`config.mk`:
```
export PLATFORM = sky130hd
export DESIGN_NAME = fc_burst_writer
export DESIGN_NICKNAME = d
export VERILOG_FILES = /design/src/rtl/fc_pkg.sv /design/src/rtl/fc_burst_writer.sv
export SDC_FILE = /design/constraint.sdc
export NUM_CORES = 2
export LEC_CHECK = 0
export CAP_MARGIN = 20
export CORE_AREA = 2 2 761 763
export DETAILED_ROUTE_END_ITERATION = 6
export DIE_AREA = 0 0 763 765
export PLACE_DENSITY_LB_ADDON = 0.15
export SYNTH_ARGS = -nofsm -noshare
export SYNTH_HDL_FRONTEND = slang
export SYNTH_SLANG_ARGS = --single-unit
```
`constraint.sdc`:
```
create_clock -name clk -period 2.65 [get_ports clk]
set_input_delay 0.53 -clock clk [delete_from_list [all_inputs] [get_ports clk]]
set_output_delay 0.53 -clock clk [all_outputs]
set_load 0.05 [all_outputs]
```
`src/rtl/fc_pkg.sv`:
```
// Shared sizes and state encoding for the FC memory, FC controller and
// FC burst writer, so all three agree on word width, depth and addressing.
package fc_pkg;

    localparam int FC_WORD_W    = 16;
    localparam int FC_NUM_WORDS = 120;
    localparam int FC_ADDR_W    = 14;
    // Enough bits to hold a word count of 0..FC_NUM_WORDS inclusive.
    localparam int FC_CNT_W     = $clog2(FC_NUM_WORDS + 1);

    typedef enum logic [1:0] {
        ST_IDLE   = 2'd0,
        ST_WRITE  = 2'd1,
        ST_FINISH = 2'd2
    } fc_state_t;

endpackage

```
`src/rtl/fc_burst_writer.sv`:
```
// Streams a latched FC result vector into the 16-bit FC memory, one word per
// cycle at consecutive (wrapping) addresses from a base, with a hold input
// that stalls the burst.
//
// Handshake: start is sampled only in IDLE; the accepting edge latches the
// operands and raises busy. busy stays high until the cycle in which done
// pulses for exactly one cycle; start seen while busy is dropped entirely.
module fc_burst_writer
    import fc_pkg::*;
#(
    parameter int WORD_W    = FC_WORD_W,
    parameter int NUM_WORDS = FC_NUM_WORDS,
    parameter int ADDR_W    = FC_ADDR_W,
    parameter int CNT_W     = FC_CNT_W
) (
    input  logic                        clk,
    input  logic                        rst_n,
    input  logic                        start,
    input  logic [ADDR_W-1:0]           base_addr,
    input  logic [CNT_W-1:0]            count,
    input  logic [WORD_W*NUM_WORDS-1:0] vec_in,
    input  logic                        hold,
    output logic [ADDR_W-1:0]           mem_address,
    output logic [WORD_W-1:0]           mem_data,
    output logic                        mem_write_enable,
    output logic                        busy,
    output logic                        done,
    output logic [1:0]                  dbg_state
);

    fc_state_t                   r_state;
    fc_state_t                   w_state_nxt;

    // Latched operands. The vector shifts right one word per write, so the
    // word to send next is always in the low WORD_W bits.
    logic [WORD_W*NUM_WORDS-1:0] r_vec;
    logic [ADDR_W-1:0]           r_base;
    logic [CNT_W-1:0]            r_cnt;
    logic [CNT_W-1:0]            r_idx;

    logic [ADDR_W-1:0]           r_addr;
    logic [WORD_W-1:0]           r_data;
    logic                        r_we;
    logic                        r_busy;
    logic                        r_done;

    logic [CNT_W-1:0]            w_eff_cnt;
    logic                        w_last;
    logic                        w_accept;
    logic                        w_advance;
    logic [ADDR_W-1:0]           w_addr_nxt;
    logic [WORD_W-1:0]           w_data_nxt;
    logic                        w_we_nxt;
    logic                        w_busy_nxt;
    logic                        w_done_nxt;

    // Requests longer than the vector are clamped to the vector length.
    assign w_eff_cnt = (count > CNT_W'(NUM_WORDS)) ? CNT_W'(NUM_WORDS) : count;
    // Only meaningful in WRITE, where r_cnt is at least 1.
    assign w_last    = (r_idx == (r_cnt - CNT_W'(1)));

    // State register.
    always_ff @(posedge clk or negedge rst_n) begin
        if (!rst_n) begin
            r_state <= ST_IDLE;
        end else begin
            r_state <= w_state_nxt;
        end
    end

    // Next-state logic: a zero-length burst skips straight to FINISH.
    always_comb begin
        w_state_nxt = r_state;
        case (r_state)
            ST_IDLE: begin
                if (start) begin
                    w_state_nxt = (w_eff_cnt != '0) ? ST_WRITE : ST_FINISH;
                end
            end
            ST_WRITE: begin
                if (!hold && w_last) begin
                    w_state_nxt = ST_FINISH;
                end
            end
            ST_FINISH: w_state_nxt = ST_IDLE;
            default:   w_state_nxt = ST_IDLE;
        endcase
    end

    // Output and datapath control: values the output registers take next.
    always_comb begin
        w_accept   = 1'b0;
        w_advance  = 1'b0;
        w_addr_nxt = r_addr;
        w_data_nxt = r_data;
        w_we_nxt   = 1'b0;
        w_busy_nxt = r_busy;
        w_done_nxt = 1'b0;
        case (r_state)
            ST_IDLE: begin
                if (start) begin
                    w_accept   = 1'b1;
                    w_busy_nxt = 1'b1;
                end
            end
            ST_WRITE: begin
                if (!hold) begin
                    w_advance  = 1'b1;
                    w_we_nxt   = 1'b1;
                    w_addr_nxt = r_base + ADDR_W'(r_idx);
                    w_data_nxt = r_vec[WORD_W-1:0];
                end
            end
            ST_FINISH: begin
                w_done_nxt = 1'b1;
                w_busy_nxt = 1'b0;
            end
            default: begin
                w_busy_nxt = 1'b0;
            end
        endcase
    end

    // Operand latch, shift register and word index.
    always_ff @(posedge clk or negedge rst_n) begin
        if (!rst_n) begin
            r_vec  <= '0;
            r_base <= '0;
            r_cnt  <= '0;
            r_idx  <= '0;
        end else if (w_accept) begin
            r_vec  <= vec_in;
            r_base <= base_addr;
            r_cnt  <= w_eff_cnt;
            r_idx  <= '0;
        end else if (w_advance) begin
            r_vec  <= r_vec >> WORD_W;
            r_idx  <= r_idx + CNT_W'(1);
        end
    end

    // Registered memory-side and status outputs.
    always_ff @(posedge clk or negedge rst_n) begin
        if (!rst_n) begin
            r_addr <= '0;
            r_data <= '0;
            r_we   <= 1'b0;
            r_busy <= 1'b0;
            r_done <= 1'b0;
        end else begin
            r_addr <= w_addr_nxt;
            r_data <= w_data_nxt;
            r_we   <= w_we_nxt;
            r_busy <= w_busy_nxt;
            r_done <= w_done_nxt;
        end
    end

    assign mem_address      = r_addr;
    assign mem_data         = r_data;
    assign mem_write_enable = r_we;
    assign busy             = r_busy;
    assign done             = r_done;
    assign dbg_state        = r_state;

endmodule

```
==> summary.md <==
| Metric | Value |
|---|---|
| Synth Net Count | `12,700` |
| Skew final | `67.7 ps` |
| Final Max Slew Viols | `0` |
| Initial Util | `15.6%` |
| Yosys top cell area share | `55.3%` |
| Post-synth EDFFs | `0` |
| Core ar. | `576,000 µm²` |
| Synthesis Warnings | `0` |
| Largest net degree at the start of global routing | `88` |
| Grt met3 use | `4.05%` |
| Mapped Cells | `10,700` |
| Post-DP HPWL | `424,000 µm` |
| Worst VDD drop | `0.516 mV` |
| Setup CP Type | `flip-flop to output pin` |
| CP Data Arrival Time | `1970 ps` |
| Post-DRT Antenna Nets | `0` |
| Fin nets | `14,800` |
| Worst-Skew Late Latency | `910 ps` |
| Die W | `763 µm` |
| Post-Synth XOR/XNOR Area | `0.270%` |
| Post-Syn Area | `89,800 µm²` |
| Routed length per instance | `25.2 µm` |
| Leakage power | `0.0545 µW` |
| Fin util | `22.7%` |
| Max Freq | `400 MHz` |
| Slowest CP cell | `dlygate4sd2_1` |
| Fillcell total | `63,800` |
| Clk root buf | `clkbuf_16` |
| Synth Area in Simple Gates | `24.7%` |
| Met2 GRT Util | `28.5%` |
| Drt first pass iters | `6` |
| Die footprint | `584,000 µm²` |
| CP Buf/Inv Count | `1` |
| Total wire length | `522,000 µm` |
| Pwr per Cell Area | `906 nW/µm²` |
| Largest family of logic cells by synthesized area | `simple AND/OR/NAND/NOR gates` |
| Port Buffers | `1,979` |
| RR Startpoint | `r_idx[0]` |
| Critical Path Start | `mem_data[2]` |
| Avg Vias per Cell | `4.10` |
| Area grow syn2layout | `45.7%` |
| Final setup violation count | `0` |
| Async set-reset flop share out of synthesis | `100%` |
| Register area share after synthesis | `55.3%` |
| Top area cells in the synthesized netlist | `dfrtp_1 55%, nand2_1 16%, a31oi_1 13%` |
| RePlAce Congestion | `0.820` |
| CTS tree | `built` |
| Max Cap Viol | `0` |
| CP Launch Type | `flip-flop` |
| Worst Max-Slew Pin Slew | `829 ps` |
| CP endpoint kind | `output pin` |
| Clk slew on worst S/H paths | `60 ps` |
| GR Util met1 | `22.2%` |
| CP delay by family, top | `buffers and inverters` |
| Die Span Y | `765 µm` |
| Post-route DRC violation count | `0` |
| #FFs+latches synth | `1,983` |
| Worst path cell trace | `dlygate4sd2_1` |
| Mux contribution to synthesized area | `0%` |
| Unrepaired setup endpoints after global routing | `false` |
| Final hold slack | `165 ps` |
| Post-place setup slack | `-155 ps` |
| Final global-route overflow total | `0` |
| Layout cells sized above 1 | `8.52%` |
| GRT Resource Usage Total | `17.1%` |
| I/O pin count | `1,980` |
| Prevailing post-synth register cell | `dfrtp_1` |
| CP max stage delay | `690 ps` |
| Min Tclk post-route | `2500 ps` |
| Crit Path Max Fanout | `2` |
| CP required | `2120 ps` |
| Relative slew slack | `44.7%` |
| Via Count | `84,800` |
| CTS sink cnt | `1,983` |
| Outcome | `finished, final reports clean` |
| Synth Area in Compound Gates | `13.7%` |
| Row cnt | `279` |
| Final Cycle Share | `94.3%` |
| Global-route wire length before repair | `707,000 µm` |
| Synth Area per Inst | `8.37 µm²` |
| Hold Crit Start | `base_addr[10]` |
| Initial antenna violation count | `295` |
| Total CTS buffers | `274` |
| Post-CTS setup buffer count | `0` |
| Leading area contributor after synthesis | `dfrtp_1` |
| Fin. Hold Viols | `0` |
| Post-synthesis adder-cell area fraction | `0.148%` |
| Vias in the first global route | `85,900` |
| Drt initial violations | `6,435` |
| Synth cell types | `43` |
| Gr busiest metal | `met2` |
| H-tree Lvls | `5` |
| Clk buf depth | `4` |
| Final worst slack | `151 ps` |
| Hold Path Class | `input pin to flip-flop` |
[metal layers]
| layer | vias to the layer above | wire length, µm |
|---|---|---|
| li1 | 40100 | - |
| met1 | 41400 | 228000 |
| met2 | 2507 | 247000 |
| met3 | 748 | 32700 |
| met4 | 152 | 13200 |
| met5 | - | 919 |
[flip-flops by register name, summed over array words and instances, names as in the netlist]
register	flops
r_cnt	7
dbg_state	2
mem_write_enable	1
busy	1
mem_address	14
mem_data	16
r_base	14
done	1
r_vec	1920
r_idx	7
[cells in the final DEF, fill, tap and decap left out, types with 2 or more instances in the layout]
cell and count:
a21o_1 3, a21oi_1 7, a22o_1 18, a31oi_1 1907
and3_1 5, buf_12 227, buf_4 455, bufinv_16 11
clkbuf_1 64, clkbuf_16 274, clkbuf_8 55, clkdlybuf4s15_2 2
clkdlybuf4s50_1 1943, clkinv_16 7, clkinv_2 39, clkinv_4 4
clkinv_8 4, clkinvlp_4 4, dfrtp_1 1983, diode_2 81
dlygate4sd2_1 25, dlygate4sd3_1 2, ha_1 9, inv_1 5
inv_16 6, inv_6 12, nand2_1 3937, nand2_8 2
nand2b_1 2, nand3_1 6, nand4_1 2, nor2_1 1916
nor3_1 3, nor3b_1 3, o21ai_0 20, xnor2_1 14
xor2_1 10
[power by group]
| group | switching, µW | total [µW] | internal, µW |
|---|---|---|---|
| Sequential | 7460 | 47700 | 40200 |
| Clock | 15900 | 37800 | 21900 |
| Combinational | 19200 | 33100 | 13900 |
[kinds of logic after synthesis]
logic type               count (synthesis)
AO/OA/AOI/OAI                         1961
XOR/XNOR                                26
adder cells (fa/ha/maj)                 10
buffers and inverters                  866
flip-flops                            1983
AND/OR/NAND/NOR                       5885
[layout make-up]
cell class	instances	area (µm²)	area share [%]
Antenna cell	81	203	0.155
Clock buffer	393	7850	6.00
Clock inverter	87	1090	0.834
Inverter	5	18.8	0.0143
Multi-Input combinational cell	7882	34900	26.7
Sequential cell	1983	49600	37.9
Tap cell	7587	9490	7.25
Timing Repair Buffer	2656	27700	21.2
[through the flow]
step	cell area, µm²	setup TNS [ps]	cells	total power [µW]
6_report	131000	0	20700	119000
5_1_grt	131000	0	20600	126000
4_1_cts	131000	0	20600	121000
3_5_place_dp	122000	-93420	20100	82300
3_3_place_gp	122000	-87580	20100	82200
2_1_floorplan	89800	0	10700	64300
[synth_stat cells, types with 2 or more instances]
| master | instances |
|---|---|
| a21o_1 | 3 |
| a21oi_1 | 7 |
| a22o_1 | 18 |
| a31oi_1 | 1907 |
| and3_1 | 5 |
| buf_1 | 6 |
| buf_2 | 445 |
| buf_4 | 14 |
| buf_6 | 179 |
| buf_8 | 9 |
| clkbuf_1 | 207 |
| dfrtp_1 | 1983 |
| ha_1 | 9 |
| inv_1 | 5 |
| nand2_1 | 3937 |
| nand2_4 | 2 |
| nand2b_1 | 2 |
| nand3_1 | 6 |
| nand4_1 | 2 |
| nor2_1 | 1916 |
| nor3_1 | 3 |
| nor3b_1 | 3 |
| o21ai_0 | 20 |
| xnor2_1 | 15 |
| xor2_1 | 10 |
[final timing paths]
kind	to	slack (ps)	depth (start not counted)
min	r_base[10]	170	3
max reg2reg	mem_address[12]	160	10
min reg2reg	mem_data[13]	470	2
max	mem_data[2]	150	1
max in group asynchronous	r_vec[25]	1280	4
min in group asynchronous	r_vec[1715]	210	2
[what timing repair did]
item / in CTS / in global routing
endpoints found under the setup margin: 29 / 0
hold buffers: 2 / 0
resized for setup: 34 / 0
hold endpoints to repair: 304 / 0
Power figures use the tool's default switching activity.
